### src/rtl/wb_pkg.sv
// Shared types and constants for the RV32 writeback controller.
package wb_pkg;

  localparam int XLEN = 32;
  localparam int PCW  = 10;
  localparam int RAW  = 5;

  localparam logic [1:0] WB_SEL_ALU = 2'd0;
  localparam logic [1:0] WB_SEL_MEM = 2'd1;
  localparam logic [1:0] WB_SEL_PC4 = 2'd2;

  typedef enum logic {
    IDLE     = 1'b0,
    MEM_WAIT = 1'b1
  } wb_state_e;

endpackage

### src/rtl/wb_ctrl_if.sv
// Bundle of issue, data-memory and register-file write signals around wb_ctrl.
interface wb_ctrl_if;
  import wb_pkg::*;

  logic            issue_valid;
  logic            issue_ready;
  logic [1:0]      mem_to_reg;
  logic            reg_write;
  logic [RAW-1:0]  rd;
  logic [XLEN-1:0] alu_result;
  logic [PCW-1:0]  pc_4;
  logic            mem_req;
  logic [XLEN-1:0] mem_addr;
  logic            mem_rvalid;
  logic [XLEN-1:0] mem_rdata;
  logic            rf_we;
  logic [RAW-1:0]  rf_waddr;
  logic [XLEN-1:0] rf_wdata;
  logic            stall;
  logic            err;

  modport master (
    output issue_valid, mem_to_reg, reg_write, rd, alu_result, pc_4,
    output mem_rvalid, mem_rdata,
    input  issue_ready, mem_req, mem_addr, rf_we, rf_waddr, rf_wdata, stall, err
  );

  modport slave (
    input  issue_valid, mem_to_reg, reg_write, rd, alu_result, pc_4,
    input  mem_rvalid, mem_rdata,
    output issue_ready, mem_req, mem_addr, rf_we, rf_waddr, rf_wdata, stall, err
  );

endinterface

### src/rtl/wb_select.sv
// Combinational writeback value select: ALU result, load data or zero-extended PC+4.
module wb_select
  import wb_pkg::*;
(
  input  logic [1:0]      i_sel,
  input  logic [XLEN-1:0] i_alu,
  input  logic [XLEN-1:0] i_mem,
  input  logic [PCW-1:0]  i_pc4,
  output logic [XLEN-1:0] o_data
);

  always_comb begin
    o_data = i_alu;
    case (i_sel)
      WB_SEL_ALU:       o_data = i_alu;
      WB_SEL_MEM:       o_data = i_mem;
      WB_SEL_PC4, 2'd3: o_data = {{(XLEN-PCW){1'b0}}, i_pc4};
      default:          o_data = i_alu;
    endcase
  end

endmodule

### src/rtl/wb_ctrl.sv
// Writeback controller: selects rf write data and sequences variable-latency loads.
// Optional load timeout enabled by defining WB_CTRL_TIMEOUT_EN.
module wb_ctrl
  import wb_pkg::*;
#(
  parameter int TIMEOUT = 16
) (
  input  logic     clk,
  input  logic     rst_n,
  wb_ctrl_if.slave bus
);

  wb_state_e       r_state;
  logic            r_mem_req_p1;
  logic [XLEN-1:0] r_mem_addr_p1;
  logic            r_rf_we_p1;
  logic [RAW-1:0]  r_rf_waddr_p1;
  logic [XLEN-1:0] r_rf_wdata_p1;
  logic [RAW-1:0]  r_ld_rd;
  logic            r_ld_we;
  logic [1:0]      w_sel;
  logic [XLEN-1:0] w_wdata;

`ifdef WB_CTRL_TIMEOUT_EN
  localparam int CW = $clog2(TIMEOUT + 1);
  localparam logic [CW-1:0] LAST = CW'(TIMEOUT - 1);
  logic [CW-1:0] r_cnt;
  logic          r_err_p1;
`else
  logic w_unused_timeout;
  assign w_unused_timeout = (TIMEOUT == 0);
`endif

  // While waiting on memory the only possible write source is the load data.
  assign w_sel = (r_state == MEM_WAIT) ? WB_SEL_MEM : bus.mem_to_reg;

  wb_select u_sel (
    .i_sel  (w_sel),
    .i_alu  (bus.alu_result),
    .i_mem  (bus.mem_rdata),
    .i_pc4  (bus.pc_4),
    .o_data (w_wdata)
  );

  always_ff @(posedge clk or negedge rst_n) begin
    if (!rst_n) begin
      r_state       <= IDLE;
      r_mem_req_p1  <= 1'b0;
      r_mem_addr_p1 <= '0;
      r_rf_we_p1    <= 1'b0;
      r_rf_waddr_p1 <= '0;
      r_rf_wdata_p1 <= '0;
      r_ld_rd       <= '0;
      r_ld_we       <= 1'b0;
`ifdef WB_CTRL_TIMEOUT_EN
      r_cnt         <= '0;
      r_err_p1      <= 1'b0;
`endif
    end else begin
      r_rf_we_p1 <= 1'b0;
`ifdef WB_CTRL_TIMEOUT_EN
      r_err_p1   <= 1'b0;
`endif
      case (r_state)
        IDLE: begin
          if (bus.issue_valid) begin
            if (bus.mem_to_reg == WB_SEL_MEM) begin
              r_ld_rd       <= bus.rd;
              r_ld_we       <= bus.reg_write;
              r_mem_addr_p1 <= bus.alu_result;
              r_mem_req_p1  <= 1'b1;
              r_state       <= MEM_WAIT;
`ifdef WB_CTRL_TIMEOUT_EN
              r_cnt         <= '0;
`endif
            end else begin
              r_rf_we_p1    <= bus.reg_write && (bus.rd != '0);
              r_rf_waddr_p1 <= bus.rd;
              r_rf_wdata_p1 <= w_wdata;
            end
          end
        end
        MEM_WAIT: begin
          if (bus.mem_rvalid) begin
            r_rf_we_p1    <= r_ld_we && (r_ld_rd != '0);
            r_rf_waddr_p1 <= r_ld_rd;
            r_rf_wdata_p1 <= w_wdata;
            r_mem_req_p1  <= 1'b0;
            r_state       <= IDLE;
          end
`ifdef WB_CTRL_TIMEOUT_EN
          // Abandon the load once mem_req has been up for TIMEOUT cycles.
          else if (r_cnt == LAST) begin
            r_err_p1     <= 1'b1;
            r_mem_req_p1 <= 1'b0;
            r_state      <= IDLE;
          end else begin
            r_cnt <= r_cnt + 1'b1;
          end
`endif
        end
        default: r_state <= IDLE;
      endcase
    end
  end

  assign bus.issue_ready = (r_state == IDLE);
  assign bus.stall       = (r_state == MEM_WAIT);
  assign bus.mem_req     = r_mem_req_p1;
  assign bus.mem_addr    = r_mem_addr_p1;
  assign bus.rf_we       = r_rf_we_p1;
  assign bus.rf_waddr    = r_rf_waddr_p1;
  assign bus.rf_wdata    = r_rf_wdata_p1;
`ifdef WB_CTRL_TIMEOUT_EN
  assign bus.err         = r_err_p1;
`else
  assign bus.err         = 1'b0;
`endif

endmodule

### src/flat_wrapper.sv
// flat-port wrapper written by rule: the top's interface ports become plain ports
module wb_ctrl_flat import wb_pkg::*;
#(
  parameter int TIMEOUT = 16
)
  (clk, rst_n, bus_issue_valid, bus_mem_to_reg, bus_reg_write, bus_rd, bus_alu_result, bus_pc_4, bus_mem_rvalid, bus_mem_rdata, bus_issue_ready, bus_mem_req, bus_mem_addr, bus_rf_we, bus_rf_waddr, bus_rf_wdata, bus_stall, bus_err);
  wb_ctrl_if bus_i ();
  input  logic clk;
  input  logic rst_n;
  input wire logic [$bits(bus_i.issue_valid)-1:0] bus_issue_valid;
  input wire logic [$bits(bus_i.mem_to_reg)-1:0] bus_mem_to_reg;
  input wire logic [$bits(bus_i.reg_write)-1:0] bus_reg_write;
  input wire logic [$bits(bus_i.rd)-1:0] bus_rd;
  input wire logic [$bits(bus_i.alu_result)-1:0] bus_alu_result;
  input wire logic [$bits(bus_i.pc_4)-1:0] bus_pc_4;
  input wire logic [$bits(bus_i.mem_rvalid)-1:0] bus_mem_rvalid;
  input wire logic [$bits(bus_i.mem_rdata)-1:0] bus_mem_rdata;
  output wire logic [$bits(bus_i.issue_ready)-1:0] bus_issue_ready;
  output wire logic [$bits(bus_i.mem_req)-1:0] bus_mem_req;
  output wire logic [$bits(bus_i.mem_addr)-1:0] bus_mem_addr;
  output wire logic [$bits(bus_i.rf_we)-1:0] bus_rf_we;
  output wire logic [$bits(bus_i.rf_waddr)-1:0] bus_rf_waddr;
  output wire logic [$bits(bus_i.rf_wdata)-1:0] bus_rf_wdata;
  output wire logic [$bits(bus_i.stall)-1:0] bus_stall;
  output wire logic [$bits(bus_i.err)-1:0] bus_err;
  assign bus_i.issue_valid = bus_issue_valid;
  assign bus_i.mem_to_reg = bus_mem_to_reg;
  assign bus_i.reg_write = bus_reg_write;
  assign bus_i.rd = bus_rd;
  assign bus_i.alu_result = bus_alu_result;
  assign bus_i.pc_4 = bus_pc_4;
  assign bus_i.mem_rvalid = bus_mem_rvalid;
  assign bus_i.mem_rdata = bus_mem_rdata;
  assign bus_issue_ready = bus_i.issue_ready;
  assign bus_mem_req = bus_i.mem_req;
  assign bus_mem_addr = bus_i.mem_addr;
  assign bus_rf_we = bus_i.rf_we;
  assign bus_rf_waddr = bus_i.rf_waddr;
  assign bus_rf_wdata = bus_i.rf_wdata;
  assign bus_stall = bus_i.stall;
  assign bus_err = bus_i.err;
  wb_ctrl #(.TIMEOUT(TIMEOUT)) u_core (.clk(clk), .rst_n(rst_n), .bus(bus_i));
endmodule
### config.mk
export PLATFORM = sky130hd
export DESIGN_NAME = wb_ctrl_flat
export DESIGN_NICKNAME = d
export VERILOG_FILES = /design/src/rtl/wb_pkg.sv /design/src/rtl/wb_ctrl_if.sv /design/src/rtl/wb_select.sv /design/src/rtl/wb_ctrl.sv /design/src/flat_wrapper.sv
export SDC_FILE = /design/constraint.sdc
export NUM_CORES = 1
export LEC_CHECK = 0
export ABC_AREA = 1
export CAP_MARGIN = 15
export CORE_MARGIN = 10
export CORE_UTILIZATION = 42
export CTS_CLUSTER_DIAMETER = 60
export DETAILED_ROUTE_END_ITERATION = 7
export GPL_TIMING_DRIVEN = 0
export HOLD_SLACK_MARGIN = 0.03
export PLACE_DENSITY = 0.91
export SLEW_MARGIN = 10
export SYNTH_ARGS = -nofsm -noshare
export SYNTH_HDL_FRONTEND = slang
export SYNTH_SLANG_ARGS = --single-unit
### constraint.sdc
create_clock -name clk -period 1.45 [get_ports clk]
set_input_delay 0.29 -clock clk [delete_from_list [all_inputs] [get_ports clk]]
set_output_delay 0.29 -clock clk [all_outputs]
set_load 0.02 [all_outputs]
* After elaboration in Yosys (flattened, before gate mapping)
Index checks and enable logic that the tools add are counted.
** Storage, ports and cells
- Bits in registers :: 78
- Input bits :: 86
- Output and inout port bits :: 74
- Word-level logic and storage cells :: 48
** Cells by class
- Eq/ne operators :: 8
- Mux-type cells :: 22
- Bitwise logic cells :: 1
- Reduce and logical (&&, ||, !) cells :: 9
** Operator list (number)
- $mux W32 :: 3
- $pmux W32 S3 :: 1
- $pmux W32 S2 :: 1
- $mux W5 :: 3
- $pmux W5 S2 :: 1
- $reduce_bool A5 Y1 :: 2
- $mux W1 :: 9
- $reduce_and A3 Y1 :: 3
- $ne A2 B2 Y1 const B :: 3
- $pmux W1 S2 :: 3
- $eq A2 B1 Y1 const B :: 2
- $eq A2 B2 Y1 const B :: 2
- $logic_and A1 B1 Y1 :: 2
- $logic_not A2 Y1 :: 1
- $mux W2 :: 1
- $ne A2 B1 Y1 const B :: 1
- $reduce_or A2 Y1 :: 1
- $not A1 Y1 :: 1

* Depth between registers and ports, before layout
- Depth after elaboration :: 7
- Mapped depth :: 8
- Gate-level depth less buffers :: 7

* Cells and area by module
A second synthesis with hierarchy kept.
** Unflattened totals
- Cell total of the unflattened synthesis :: 484
- Area, all modules :: 3788.6 um^2
** By module, submodules not included
- wb_ctrl :: instances 1, cells an instance 365, area an instance 3203.1 um^2, seq. area each 1951.9 um^2
- wb_select :: instances 1, cells an instance 119, area an instance 585.6 um^2, seq. area each 0.0 um^2

* Worst setup path after synthesis
OpenSTA, ideal clock, no wires.
- Kind :: reg-to-reg
- Start :: register u_core.r_state, in the netlist u_core.bus.stall
- End :: register u_core.r_mem_addr_p1[10], in the netlist u_core.bus.mem_addr[10]
- Setup time :: 117 ps
- Data arrival time :: 1290 ps
- Data required time :: 1333 ps
- Path slack :: 43 ps
- Cell stages (with the launch flop) :: 8
- Buffers on the path :: 1
- Period minus slack after synthesis :: 1407 ps
- Cells stage by stage :: dfrtp_1 inv_2 nand3_2 nor2_4 inv_2 buf_2 nand2_1 nand2_1
** Between the ends
- Longest elaborated chain between the ends :: 2
** Ends and longest elaborated chain
- from (decl) :: line wb_ctrl.sv:13 : wb_state_e r_state;
- from (signal assigned) :: line wb_ctrl.sv:47 : r_state <= IDLE;
- from (signal assigned) :: line wb_ctrl.sv:72 : r_state <= MEM_WAIT;
- from (signal assigned) :: line wb_ctrl.sv:89 : r_state <= IDLE;
- $not A1 Y1 (no line)
- named net bus_issue_ready :: line flat_wrapper.sv:18 : output wire logic [$bits(bus_i.issue_ready)-1:0] bus_issue_ready;
- $reduce_and A3 Y1 (no line)
- to (signal assigned) :: line wb_ctrl.sv:70 : r_mem_addr_p1 <= bus.alu_result;
- to (decl) :: line wb_ctrl.sv:15 : logic [XLEN-1:0] r_mem_addr_p1;
The timed path passes the listed nets, and every way through them passes these cells.
A chain may end at the register's enable or synchronous reset.

* Worst setup path after layout
- Start :: register u_core.r_state, in the netlist u_core.bus.stall
- End :: output port bus_stall
** RTL lines
- to (decl) :: line flat_wrapper.sv:24 : output wire logic [$bits(bus_i.stall)-1:0] bus_stall;
No word-level cell between the ends.

==> flow_summary_export.csv <==
group,metric,value,unit
power,power_frac_comb,31.5,%
flow_run,cap_viol_max_count,0,
grt,grt_util_met1,22.2,%
clocking,clk_latency,0.33,ns
clocking,cts_tree,"yes",
placed_design,dpl.hpwl,9.50,mm
route,first_iter_violations,253,
critical_path,cp_cell_sequence,"dlygate4sd2_1",
finish,utilization,67.5,%
critical_path,path_class,"reg -> out",
finish,diodes,0,
grt,grt_pass1_wl,19.8,mm
finish,syn_to_final_growth,55.4,%
outcome,status,"complete, no violations",
logic_synthesis,synth_nets,564,
logic_synthesis,yosysUniqueCellTypes,20,
floorplan,core_area,8260,um^2
clocking,cts_buffer_depth,2,
logic_synthesis,synth_top_area_share,54.4,%
critical_path,crit_family,"flip-flops",
power,clockPowerShare,28.2,%
power,p_seq_share,40.4,%
floorplan,die_y,112,um
floorplan,ioPinCount,160,
finish,layout.nets,739,
logic_synthesis,ys_warn_count,0,
grt,grt_pass1_vias,3803,
route,drt-pass1-iter-count,6,
grt,grt_use_met3,7.61,%
power,p_int,4.62,mW
logic_synthesis,syn-mean-instance-area,7.51,um^2
logic_synthesis,post-synth-top-count-cell,"nand2_1",
logic_synthesis,ys_seq_elements,78,
grt,grt_use_met2,32.2,%
route,ant_nets,0,
power,power.density,1250,nW/um^2
sta,rsz0062_at_grt,"true",
finish,instances_no_fill,763,
grt,grt_antenna_before_repair,0,
floorplan,row_count,33,
logic_synthesis,synth_ff_type,"dfrtp_1",
clocking,cts-root-buf,"clkbuf_8",
route,wl_per_cell,16.1,um
route,drt-total-wl,12.3,mm
sta,report.final.slew_viol_count,0,
clocking,cts_sinks,78,
floorplan,dieArea,12600,um^2
power,peakVddDrop,720,uV
logic_synthesis,ys_seq_area_share,54.4,%
logic_synthesis,yosysTopAreaCell,"dfrtp_1",
hold_path,worst_hold_path_type,"in -> async",
floorplan,start_util,43.5,%
placed_design,placedCellCount,742,
logic_synthesis,synthTopCellsByCount,"nand2_1 (303), dfrtp_1 (78), nand3_1 (32)",
power,p_leak,3.09,nW
clocking,cts_made_buffers,9,
critical_path,cpPeakStageDelay,0.45,ns
grt,grt_max_degree,47,
grt,grt_util_all_layers,19.0,%
finish,drive_above_1_share,8.36,%
logic_synthesis,synth-edff-count,0,
grt,grt-ovfl-total,0,
power,p_sw,2.33,mW
logic_synthesis,yosys-top-cells-area,"dfrtp_1 (54%), nand2_1 (32%), nand3_1 (4.5%)",
critical_path,start_kind,"flip-flop",
clocking,cts.clk_slew.worst_paths,0.08,ns
route,vias_per_cell,4.89,
critical_path,crit_path_top_delay_cell,"dfrtp_2",
critical_path,critPathArrivalTime,1.12,ns
route,vias,3732,
sta,final-setup-viol-count,0,
sta,period_share,97.0,%
clocking,h-tree-depth,3,
logic_synthesis,synthArstFlopShare,100,%
sta,fmax,711,MHz
route,drc,0,
placed_design,portBuffers,158,
critical_path,cp_max_fo,3,
placed_design,gp_congestion,0.881,
sta,finalCriticalPeriod,1.41,ns
floorplan,die_x,112,um
power,power,6.95,mW
critical_path,crit_buf_inv,1,
critical_path,cp-end-kind,"output port",
critical_path,cp.required,1.16,ns
logic_synthesis,synth_area,3590,um^2
sta,skew,0.00723,ns
logic_synthesis,synthCells,478,
sta,finalHoldViolCount,0,
power,power_switching_share,33.6,%
grt,busiest_layer,"met2",
[cells by family (layout without fill, tap and decap cells)]
group           Yosys count  count (layout)  share of synthesized area, %
simple gates            344             344                          38.0
flops                    78              78                          54.4
compound gates           14              14                          2.02
other cells               1               1                         0.104
buf+inv                  41             221                          5.54
[flip-flops by register name, indices dropped and copies added (netlist names)]
signal               flops
u_core.bus.mem_addr     32
u_core.bus.rf_wdata     32
u_core.bus.rf_waddr      5
u_core.r_ld_rd           5
u_core.bus.mem_req       1
u_core.bus.rf_we         1
u_core.bus.stall         1
u_core.r_ld_we           1
[repair_timing]
| item | in CTS | in global routing |
|---|---|---|
| pin swaps | 1 | 1 |
| endpoints found under the hold margin | 32 | 0 |
| setup endpoints to repair | 133 | 74 |
| setup buffers | 3 | 2 |
| resized for setup | 82 | 19 |
| hold buffers | 1 | 0 |
[per-layer routing]
layer  vias to the layer above  share of wire (%)
met2                       172                 48
met4                         0               0.64
met3                         9                 11
li1                       1806                  -
met5                         -                  0
met1                      1745                 40
[layout make-up]
cell class | count | area (um^2)
flip-flops and latches | 78 | 1950
inverters | 18 | 75.1
multi-input cells | 359 | 1460
plain buffers | 22 | 156
fillers | 704 | 2680
clock buffers | 11 | 131
well taps | 105 | 131
clock inverters | 5 | 106
repair buffers | 165 | 1560
[placed cells by master, fill, tap and decap left out, types with 6 or more instances in the layout]
cell type / n
clkdlybuf4s50_1: 82
nand3_1: 32
buf_4: 20
buf_2: 6
clkbuf_8: 9
nand2_1: 302
dfrtp_1: 77
inv_1: 13
dlygate4sd2_1: 72
o21ai_0: 12
[through the flow]
step | hold slack [ns] | instance area, um^2 | worst slack [ns] | TNS (ns)
after floorplan | -0.00559 | 3590 | 0.0428 | 0
after global placement | 0.454 | 5300 | -2.60 | -226.81
after detailed placement | 0.273 | 5330 | -0.433 | -26.05
after CTS | 0.447 | 5520 | 0.00125 | 0
after global routing | 0.471 | 5580 | -0.0295 | -0.0868
final | 0.446 | 5580 | 0.0429 | 0
[worst paths after layout]
check | start | endpoint | slack (ns) | cells past startpoint
max | u_core.bus.stall | bus_stall | 0.04 | 1
min | rst_n | u_core.bus.rf_wdata[28] | 0.45 | 2
max reg2reg | u_core.bus.stall | u_core.bus.rf_wdata[21] | 0.05 | 7
min reg2reg | u_core.bus.mem_addr[8] | u_core.bus.mem_addr[8] | 0.47 | 2
max in group asynchronous | rst_n | u_core.bus.rf_wdata[18] | 0.43 | 3
min in group clk | u_core.bus.mem_addr[8] | u_core.bus.mem_addr[8] | 0.47 | 2
[power groups by stage]
stage | clock network, mW | logic, mW | registers, mW
2_1_floorplan | 0 | 0.626 | 3.31
3_3_place_gp | 0 | 2.39 | 2.84
3_5_place_dp | 0 | 2.44 | 2.86
4_1_cts | 2.00 | 2.19 | 2.80
5_1_grt | 2.10 | 2.41 | 2.86
6_report | 1.96 | 2.19 | 2.81
(Power assumes the default switching activity.)
==> RTL change, RTL diff (same settings) <==
`RAW`: 5 -> 4.
--- a/src/rtl/wb_pkg.sv
+++ b/src/rtl/wb_pkg.sv
@@ -3,7 +3,7 @@
 
   localparam int XLEN = 32;
   localparam int PCW  = 10;
-  localparam int RAW  = 5;
+  localparam int RAW  = 4;
 
   localparam logic [1:0] WB_SEL_ALU = 2'd0;
   localparam logic [1:0] WB_SEL_MEM = 2'd1;
Interface: changed (resized bus_rd and bus_rf_waddr); port bits go from 160 to 158. No check against the original RTL was run, so the function may have changed too.
==> RTL change against the original RTL <==
Die area is 0.86% lower; power shrank 3.7%; synthesized area fell by 1.0%; final area is 1.8% lower; first-iteration DRC count down 25%; sequential power is 2% lower; wire length rose by 0.76%; sequential share of layout area shrank 0.27 points; global-route usage grew 0.26 points; clock power decreased by 9%; sequential cell count decreased by 2; register-to-register slack better by 0.02 ns; worst setup slack worse by 0.00056 ns; critical path type unchanged; critical endpoint unchanged; largest cell class unchanged; largest power group unchanged.
==> RTL change: results <==
set metrics [dict create \
    synthFlopType "dfrtp_1" \
    dpl_worst_slack_ns -0.461 \
    hpwl_um 9570 \
    crit_family "flip-flops" \
    async_flop_share_pct 100 \
    grt_use_total_pct 19.3 \
    outcome "finished, final reports clean" \
    cts_buffers 9 \
    fillers 745 \
    hold_class "in -> reg" \
    placed_cells 727 \
    synth.distinct_cells 22 \
    dr.first_iter.drc_count 189 \
    grt_pass1_vias 3839 \
    slowest_stage "dfrtp_2" \
    worstMarginPinSlew_ns 0.517 \
    synth_common_cells "269 x nand2_1, 76 x dfrtp_1, 63 x nand3_1, 14 x buf_2, 7 x inv_1" \
    grt_max_degree 41 \
    skew_ns 0.0124 \
    synth_area_per_cell_sq_um 7.62 \
    ir_drop_v 0.000648 \
    seq_area_frac_synth_pct 53.5 \
    path_clk_slew_ns 0.08 \
    clock_path_buffers 2 \
    leakagePower_nw 3.00 \
    placed_area_sq_mm 0.00525 \
    drive_gt1_share_pct 8.53 \
    antenna_found_initial 0 \
    totalWireLength_um 12400 \
    crit_fanout 5 \
    grt_pass1_wl_um 20100 \
    max_stage_delay_ns 0.45 \
    swShare_pct 34.3 \
    routabilityCongestion 0.853 \
    cts_max_level 3 \
    diodes 0 \
    cts_root_buffer "clkbuf_8" \
    firstDrtPassIters 4 \
    viasPerCell 5.00 \
    synth.net_count 551 \
    yosysWarnings 0 \
    fin_cells 750 \
    ys_top_cells_by_area "dfrtp_1 54%, nand2_1 28%, nand3_1 8.9%, buf_2 2.0%, buf_6 0.95%" \
    io_buffers 155 \
    clock_latency_ns 0.33 \
]
RTL change: cell types whose count changed in the layout (fill, tap and decap cells not counted), moves of 6 or more:
cell     change
o21ai_0      -7
buf_2        +7
nand3_1     +31
buf_4       -10
inv_1        -6
nand2_1     -33
RTL change: what timing repair did:
action                                  4_1_cts  5_1_grt
endpoints found under the setup margin      144       25
pin swaps                                     2        1
buffers inserted                              4        2
hold buffers                                  1        0
hold endpoints to repair                     36        0
resized for setup                            86        4
RTL change: power groups by stage:
stage	clock [mW]	sequential, mW	combinational, mW
global route	1.94	2.79	2.36
finish	1.79	2.74	2.17
detailed placement	0	2.79	2.42
floorplan	0	3.23	0.638
CTS	1.82	2.74	2.19
global placement	0	2.77	2.36
RTL change: worst paths after layout:
kind	from	endpoint	slack, ns	cells past startpoint
max	u_core.bus.stall	bus_stall	0.04	1
max in group asynchronous	rst_n	u_core.bus.stall	0.38	3
min in group asynchronous	rst_n	u_core.bus.rf_wdata[18]	0.47	2
min	bus_issue_valid	u_core.bus.mem_addr[2]	0.31	3
min reg2reg	u_core.bus.mem_addr[8]	u_core.bus.mem_addr[8]	0.47	2
max reg2reg	u_core.bus.stall	u_core.bus.rf_wdata[23]	0.07	8
RTL change: kinds of logic (layout without fill, tap and decap cells):
family	after synthesis	count (layout)	synth area share (%)
AO/OA/AOI/OAI	9	9	1.27
buffers and inverters	37	216	5.53
flip-flops	76	76	53.5
other	1	1	0.106
AND/OR/NAND/NOR	343	343	39.6
RTL change: layout make-up:
cell class	instances	area, sq um	share of cell area, %
inverters	11	46.3	0.846
well taps	105	131	2.40
clock inverters	4	72.6	1.33
plain buffers	26	169	3.09
multi-input cells	353	1470	26.8
repair buffers	163	1540	28.2
flip-flops and latches	76	1900	34.8
clock buffers	12	145	2.65
RTL change: metal layers:
| layer | routed length, um | vias up | GRT usage [%] |
|---|---|---|---|
| met1 | 5060 | 1783 | 22.7 |
| met3 | 1140 | 14 | 7.30 |
| met5 | 0 | - | 0 |
| met4 | 151 | 0 | 5.67 |
| met2 | 6030 | 154 | 32.1 |
| li1 | - | 1800 | - |
